### src/rtl/vx_bitmanip_unit.sv
// vx_bitmanip_unit: two-stage Zbb-style bitmanip execute unit.
// S1 latches the request and its selected operand B; S2 latches the per-lane results. Both stall together on commit backpressure.
module vx_bitmanip_unit #(
  parameter int NUM_THREADS = 4,
  parameter int UUID_BITS   = 44,
  parameter int NW_BITS     = 2,
  parameter int NR_BITS     = 5
) (
  input  logic                         clk,
  input  logic                         reset,

  input  logic                         req_valid,
  input  logic [UUID_BITS-1:0]         req_uuid,
  input  logic [NW_BITS-1:0]           req_wid,
  input  logic [NUM_THREADS-1:0]       req_tmask,
  input  logic [31:0]                  req_PC,
  input  logic [3:0]                   req_op_type,
  input  logic                         req_use_imm,
  input  logic [31:0]                  req_imm,
  input  logic [NUM_THREADS-1:0][31:0] req_rs1_data,
  input  logic [NUM_THREADS-1:0][31:0] req_rs2_data,
  input  logic [NR_BITS-1:0]           req_rd,
  input  logic                         req_wb,
  output logic                         req_ready,

  output logic                         commit_valid,
  output logic [UUID_BITS-1:0]         commit_uuid,
  output logic [NW_BITS-1:0]           commit_wid,
  output logic [NUM_THREADS-1:0]       commit_tmask,
  output logic [31:0]                  commit_PC,
  output logic [NUM_THREADS-1:0][31:0] commit_data,
  output logic [NR_BITS-1:0]           commit_rd,
  output logic                         commit_wb,
  output logic                         commit_eop,
  input  logic                         commit_ready,

  output logic [31:0]                  perf_ops
);

  typedef enum logic [3:0] {
    OP_CLZ   = 4'd0,
    OP_CTZ   = 4'd1,
    OP_CPOP  = 4'd2,
    OP_ANDN  = 4'd3,
    OP_ORN   = 4'd4,
    OP_XNOR  = 4'd5,
    OP_MIN   = 4'd6,
    OP_MAX   = 4'd7,
    OP_MINU  = 4'd8,
    OP_MAXU  = 4'd9,
    OP_ROL   = 4'd10,
    OP_ROR   = 4'd11,
    OP_SEXTB = 4'd12,
    OP_SEXTH = 4'd13,
    OP_REV8  = 4'd14,
    OP_ORCB  = 4'd15
  } op_e;

  function automatic logic [31:0] f_exec(input op_e op, input logic [31:0] a, input logic [31:0] b);
    logic [31:0] r;
    logic [5:0]  cnt;
    logic [63:0] w;
    r   = '0;
    cnt = '0;
    w   = '0;
    unique case (op)
      OP_CLZ: begin
        cnt = 6'd32;
        for (int unsigned i = 0; i < 32; i++)
          if (a[i]) cnt = 6'(31 - i);
        r = {26'd0, cnt};
      end
      OP_CTZ: begin
        cnt = 6'd32;
        for (int unsigned i = 0; i < 32; i++)
          if (a[31 - i]) cnt = 6'(31 - i);
        r = {26'd0, cnt};
      end
      OP_CPOP: begin
        for (int unsigned i = 0; i < 32; i++)
          cnt = cnt + {5'd0, a[i]};
        r = {26'd0, cnt};
      end
      OP_ANDN: r = a & ~b;
      OP_ORN:  r = a | ~b;
      OP_XNOR: r = ~(a ^ b);
      OP_MIN:  r = ($signed(a) < $signed(b)) ? a : b;
      OP_MAX:  r = ($signed(a) < $signed(b)) ? b : a;
      OP_MINU: r = (a < b) ? a : b;
      OP_MAXU: r = (a < b) ? b : a;
      // Rotates shift a doubled copy so that amount 0 needs no special case.
      OP_ROL: begin
        w = {a, a} << b[4:0];
        r = w[63:32];
      end
      OP_ROR: begin
        w = {a, a} >> b[4:0];
        r = w[31:0];
      end
      OP_SEXTB: r = {{24{a[7]}}, a[7:0]};
      OP_SEXTH: r = {{16{a[15]}}, a[15:0]};
      OP_REV8:  r = {a[7:0], a[15:8], a[23:16], a[31:24]};
      OP_ORCB: begin
        for (int unsigned k = 0; k < 4; k++)
          r[k*8 +: 8] = (|a[k*8 +: 8]) ? 8'hFF : 8'h00;
      end
    endcase
    return r;
  endfunction

  logic                         r_s1_valid;
  logic [UUID_BITS-1:0]         r_s1_uuid;
  logic [NW_BITS-1:0]           r_s1_wid;
  logic [NUM_THREADS-1:0]       r_s1_tmask;
  logic [31:0]                  r_s1_PC;
  logic [NR_BITS-1:0]           r_s1_rd;
  logic                         r_s1_wb;
  op_e                          r_s1_op;
  logic [NUM_THREADS-1:0][31:0] r_s1_a;
  logic [NUM_THREADS-1:0][31:0] r_s1_b;

  logic                         r_s2_valid;
  logic [UUID_BITS-1:0]         r_s2_uuid;
  logic [NW_BITS-1:0]           r_s2_wid;
  logic [NUM_THREADS-1:0]       r_s2_tmask;
  logic [31:0]                  r_s2_PC;
  logic [NR_BITS-1:0]           r_s2_rd;
  logic                         r_s2_wb;
  logic [NUM_THREADS-1:0][31:0] r_s2_data;

  logic [31:0]                  r_perf_ops;

  logic                         w_advance;
  logic [NUM_THREADS-1:0][31:0] w_req_b;
  logic [NUM_THREADS-1:0][31:0] w_s1_result;

  // An empty S2 always accepts, so a lone S1 entry slides forward even under backpressure.
  assign w_advance = ~r_s2_valid | commit_ready;
  assign req_ready = w_advance & ~reset;

  always_comb begin
    w_req_b = '0;
    for (int unsigned t = 0; t < NUM_THREADS; t++)
      w_req_b[t] = req_use_imm ? req_imm : req_rs2_data[t];
  end

  always_comb begin
    w_s1_result = '0;
    for (int unsigned t = 0; t < NUM_THREADS; t++)
      w_s1_result[t] = r_s1_tmask[t] ? f_exec(r_s1_op, r_s1_a[t], r_s1_b[t]) : 32'd0;
  end

  always_ff @(posedge clk) begin
    if (reset) begin
      r_s1_valid <= 1'b0;
      r_s2_valid <= 1'b0;
      r_perf_ops <= '0;
    end else begin
      if (w_advance) begin
        r_s2_valid <= r_s1_valid;
        r_s1_valid <= req_valid & req_ready;
      end
      if (r_s2_valid & commit_ready)
        r_perf_ops <= r_perf_ops + 32'd1;
    end
  end

  always_ff @(posedge clk) begin
    if (w_advance) begin
      r_s2_uuid  <= r_s1_uuid;
      r_s2_wid   <= r_s1_wid;
      r_s2_tmask <= r_s1_tmask;
      r_s2_PC    <= r_s1_PC;
      r_s2_rd    <= r_s1_rd;
      r_s2_wb    <= r_s1_wb;
      r_s2_data  <= w_s1_result;
      r_s1_uuid  <= req_uuid;
      r_s1_wid   <= req_wid;
      r_s1_tmask <= req_tmask;
      r_s1_PC    <= req_PC;
      r_s1_rd    <= req_rd;
      r_s1_wb    <= req_wb;
      r_s1_op    <= op_e'(req_op_type);
      r_s1_a     <= req_rs1_data;
      r_s1_b     <= w_req_b;
    end
  end

  assign commit_valid = r_s2_valid;
  assign commit_uuid  = r_s2_uuid;
  assign commit_wid   = r_s2_wid;
  assign commit_tmask = r_s2_tmask;
  assign commit_PC    = r_s2_PC;
  assign commit_data  = r_s2_data;
  assign commit_rd    = r_s2_rd;
  assign commit_wb    = r_s2_wb;
  assign commit_eop   = 1'b1;
  assign perf_ops     = r_perf_ops;

endmodule

### config.mk
export PLATFORM = sky130hd
export DESIGN_NAME = vx_bitmanip_unit
export DESIGN_NICKNAME = d
export VERILOG_FILES = /design/src/rtl/vx_bitmanip_unit.sv
export SDC_FILE = /design/constraint.sdc
export NUM_CORES = 2
export LEC_CHECK = 0
export CAP_MARGIN = 15
export CORE_ASPECT_RATIO = 0.9
export CORE_MARGIN = 2
export CORE_UTILIZATION = 40
export DETAILED_ROUTE_END_ITERATION = 8
export PLACE_DENSITY_LB_ADDON = 0.15
export SETUP_SLACK_MARGIN = 0.4
export SLEW_MARGIN = 20
export SYNTH_ARGS = -nofsm -noshare
export SYNTH_HDL_FRONTEND = slang
export SYNTH_SLANG_ARGS = --single-unit
### constraint.sdc
create_clock -name clk -period 35.5 [get_ports clk]
set_input_delay 7.1 -clock clk [delete_from_list [all_inputs] [get_ports clk]]
set_output_delay 7.1 -clock clk [all_outputs]
set_load 0.02 [all_outputs]
Word-level counts from Yosys, hierarchy flattened
Cells that the tools add are included.
- shift-type cells: 8
- mux-type cells: 296
- $add $sub $neg: 125
- reduce and logical (&&, ||, !) cells: 17
- equality and inequality tests: 15
- bitwise gates (word level): 26
- order comparisons: 8
- operators with widths (operator ; count):
    $pmux 32 s16 ; 4
    $mux 6 ; 256
    $mux 32 ; 20
    $add 6x1->6 ; 104
    $lt 32x32->1 ; 8
    $not 32->32 ; 8
    $shl 64x5->64 ; 4
    $shr 64x5->32 ; 4
    $and 32x32->32 ; 4
    $mux 8 ; 16
    $or 32x32->32 ; 4
    $reduce_or 8->1 ; 16
    $xor 32x32->32 ; 4
    $add 32x1->32 const B ; 1
    $eq 4x4->1 const B ; 8
    $add 5x1->6 ; 4
    $add 4x1->5 ; 4
    $add 3x1->4 ; 4
    $eq 4x3->1 const B ; 4
    $add 2x1->3 ; 4
    $add 1x1->2 ; 4
    $eq 4x2->1 const B ; 2
    $eq 4x1->1 const B ; 1
    $logic_not 4->1 ; 1
    3 further kinds ; 6
- input bits: 385
- output and inout bits: 251
- register bits after elaboration: 598

Logic depth before layout (Yosys ltp)
- word-level depth: 33
- mapped depth: 21
- gate-level depth less buffers: 20

Worst setup path before layout
Ideal clock, no wire load.
- path type: input to register
- start point: input commit_ready
- end point: register r_s2_PC[0] (netlist: commit_PC[0]) (enable)
- arrival time: 18.058 ns
- setup time: 0.911 ns
- data required time: 34.589 ns
- path buffers: 0
- cell stages on the path: 2
- setup slack: 16.531 ns
- cells stage by stage: nor2b_1 -> inv_1
- word-level cells in the longest chain between the ends: 1
- ends and longest elaborated chain (element ; RTL line ; source):
    from (decl) ; 35 ; input logic commit_ready,
    $or 1x1->1 ; 138 ; assign w_advance = ~r_s2_valid | commit_ready;
    to (signal assigned) ; 173 ; r_s2_PC <= r_s1_PC;
    to (decl) ; 126 ; logic [31:0] r_s2_PC;
No other way between the ends.
A chain may end at the register's enable or synchronous reset.

Worst setup path after layout
- start point: input commit_ready
- end point: output req_ready
- word-level cells in the longest chain between the ends: 2
- ends and longest elaborated chain (element ; RTL line ; source):
    $or 1x1->1 ; 138 ;
    $and 1x1->1 ; 139 ; assign req_ready = w_advance & ~reset;
    to (decl) ; 24 ; output logic req_ready,
No other way between the ends.

==> summary.md <==
| Metric | Value |
|---|---|
| Status | finished, violations left |
| Failing checks | DRC |
| Hold-fix buffers, CTS | 0 |
| Post-Synth Simple-Gate Area | 10.3% |
| Placed Area | approximately 62000 um2 |
| Post-DR wirelength/cell | ~33 um |
| R2R Path Start | r_s1_a[119] |
| Worst-Margin Slew | 1170 ps |
| Clk_skew | approximately 30 ps |
| Fmax | 63.5 MHz |
| Worst slew margin | 21.6% |
| Post-CTS sizing | 0 |
| Setup crit end kind | output port |
| Max cap viols | 0 |
| GRT Overall Usage | 37.1% |
| R2R depth | 20 |
| Tightest Hold Check Type | flip-flop to flip-flop |
| Layout area overhead | 19.3% |
| Slowest cell delay on critical path | roughly 560 ps |
| Worst path slowest cell | clkdlybuf4s50_1 |
| Compound-Gate Fraction of Synth Area | between 20% and 30% |
| Initial antenna violation count | 23 |
| Initial Util | slightly above 40% |
| Core area | roughly 130000 um2 |
| DRC viols | 3 |
| Clock latency on the worst-skew pair | 720 ps |
| Multiplexer share of the synthesized area | ~18% |
| Drt via density | roughly 6.8 |
| Cell Rows | between 100 and 150 |
| R2R setup slack | 28400 ps |
| Clock sink count | 598 |
| WL final | between 200000 and 300000 um |
| Number of global-route vias before repair | 50300 |
| Post-Synth XOR/XNOR Area | 0.667% |
| Mapped Avg Cell Area | ~9.5 um2 |
| Final hold vios | 0 |
| Synth Instances | about 5700 |
| VDD IR max | approximately 54 uV |
| Synth Net Count | between 6000 and 7000 |
| Chip height | approximately 350 um |
| # fillers | approximately 13000 |
| Nature of the critical path startpoint | input port |
| Setup Fix Bufs, Post-CTS | 0 |
| Fin crit period | 15750 ps |
| WL met2 | ~110000 um |
| Endpoints failing setup | 0 |
| Ys async rst share | 0% |
| Setup_tns | 0 ps |
| Power Density | 48.7 nW/um2 |
| Chip Width | slightly below 400 um |
| CTS root buf | clkbuf_16 |
| Post-synth EDFFs | approximately 560 |
| Cell Area, Synth | 53800 um2 |
| Adder-cell share of the synthesized area | 10.4% |
| Worst Hold Depth | 0 |
| Clock transition at path regs | 60 ps |
| # H-tree levels | 3 |
| Worst r2r dst | commit_data[101] |
| Slew Limit Fails | 0 |
| DRT iter0 DRCs | between 7000 and 8000 |
| First-pass DRT Iterations | 9 |
| CP Cell Sequence | clkdlybuf4s50_1 -> nor2b_1 -> nor2_1 -> clkdlybuf4s50_1 |
| Top_reg_cell synth | edfxtp_1 |
| Routability cong. | ~1.0 |
| DR vias | ~53000 |
| Final instance area | approximately 64000 um2 |
| Top Layer Used | met5 |
| CP Max Fanout | 4 |
| Die area | about 140000 um2 |
| Hold EP | commit_PC[11] |
| Post-DP HPWL | ~190000 um |
| TritonCTS clock tree | yes |
| Final #Nets | 6858 |
| Worst path arrival time | between 8000 and 9000 ps |
| WP data required | 28400 ps |
| Flops & latches, synth | 598 |
| Layout cell share with drive strength beyond 1 | 11.3% |
| Port Buffer Count | 634 |
| Overall power | between 3 and 4 mW |
| Yosys warnings | 0 |
| M1 WL | between 100000 and 150000 um |
| RSZ-0062 raised after global routing | no |
| Met3 wire len | between 40000 and 50000 um |
| Setup Crit Path Kind | input port to output port |
| Largest net degree at the start of global routing | ~170 |
| Gr ovfl total | 0 |
| Hold path start | r_s1_PC[11] |
| Most Frequent Cell on Critical Path | clkdlybuf4s50_1 |
| First-pass GRT wire length | ~370000 um |
| Largest family of logic cells by synthesized area | compound AO/OA/AOI/OAI gates |
| Synth cell types | between 90 and 100 |
| Post-layout util | 48.2% |
| Static Leak | approximately 25 nW |
| Register area share after synthesis | roughly a third |
| Period utilization | 44.4% |
| Routed Antenna Nets | 0 |
| CTS Buffer Depth | 3 |
| Num ports | 636 |
| Num CTS Buffers | 67 |
## cell usage in the layout, fill, tap and decap left out, drive strengths merged, types with 128 or more instances in the layout
cell           netlist  layout
o22ai              188     188
a31oi              128     128
nor2               309     309
mux2i              386     386
inv                490     498
nand3              144     144
clkdlybuf4s50        0     633
mux4               164     164
buf                144     210
edfxtp             564     564
a21oi              202     202
ha                 293     293
mux2               179     179
nand2              466     466
o21ai              496     496
## worst max-delay path, delay by kind of cell
kind | cells | cell delay [ps]
buffers and inverters | 2 | 980
AND/OR/NAND/NOR | 2 | 570
## kinds of logic (layout without fill, tap and decap cells)
| group | count (synthesis) | after routing |
|---|---|---|
| AOI/OAI and AO/OA | 1693 | 1693 |
| xor gates and xnor gates | 41 | 41 |
| adders and majority gates | 389 | 389 |
| buffers and inverters | 1000 | 1457 |
| DFF | 598 | 598 |
| muxes | 729 | 729 |
| other | 1 | 9 |
| and+or+nand+nor | 1229 | 1229 |
## worst max path at each step
stage	start	end	slack (ps)
after global placement	commit_ready	req_ready	19760
final	commit_ready	req_ready	19750
after CTS	commit_ready	req_ready	19750
after floorplan	commit_ready	commit_PC[0]	16530
after detailed placement	commit_ready	req_ready	19760
after global routing	commit_ready	req_ready	19660
## cell type report
| cell class | count | area (um2) | share of cell area [%] |
|---|---|---|---|
| well taps | 1741 | 2180 | 3.39 |
| clock inverters | 40 | 415 | 0.647 |
| clock buffers | 82 | 1740 | 2.71 |
| diodes | 8 | 20.0 | 0.0312 |
| flip-flops and latches | 598 | 17600 | 27.4 |
| inverters | 492 | 1850 | 2.89 |
| multi-input cells | 4082 | 32400 | 50.5 |
| repair buffers | 843 | 7930 | 12.4 |
## sequential cells by signal, indices dropped and copies added (netlist names), 32 cells and up
register	cells
commit_data	128
r_s1_a	128
r_s1_b	128
commit_uuid	44
r_s1_uuid	44
commit_PC	32
perf_ops	32
r_s1_PC	32
## stage by stage
step	hold slack, ps	cells	setup slack, ps
after global placement	400	7755	19760
final	415	7886	19750
after global routing	417	7882	19660
after floorplan	400	5680	16530
after detailed placement	405	7755	19760
after CTS	417	7877	19750
## synth_stat cells, drive strengths merged, types with 114 or more instances
| master | instances | area, um2 |
|---|---|---|
| mux2i | 386 | 3860 |
| inv | 490 | 1840 |
| mux2 | 179 | 2020 |
| a21oi | 202 | 1010 |
| ha | 293 | 3670 |
| clkbuf | 364 | 1370 |
| edfxtp | 564 | 16900 |
| a22oi | 114 | 856 |
| a31oi | 128 | 801 |
| nand3 | 144 | 726 |
| buf | 144 | 711 |
| nor2 | 309 | 1160 |
| o21ai | 496 | 2480 |
| o22ai | 188 | 1180 |
| mux4 | 164 | 3710 |
| nand2 | 466 | 1750 |
## per-layer routing
| layer | vias to the layer above | GRT usage (%) |
|---|---|---|
| li1 | 22400 | - |
| met1 | 26000 | 49.7 |
| met2 | 4157 | 51.7 |
| met3 | 818 | 15.4 |
| met4 | 18 | 16.7 |
| met5 | - | 0.839 |
## where the power goes
part	total [mW]	internal, mW	leakage (nW)	switching, mW
sequential	0.893	0.851	6.34	0.0412
clock	0.709	0.392	1.05	0.317
combinational	1.52	0.598	18.0	0.925
(Power assumes the default switching activity.)
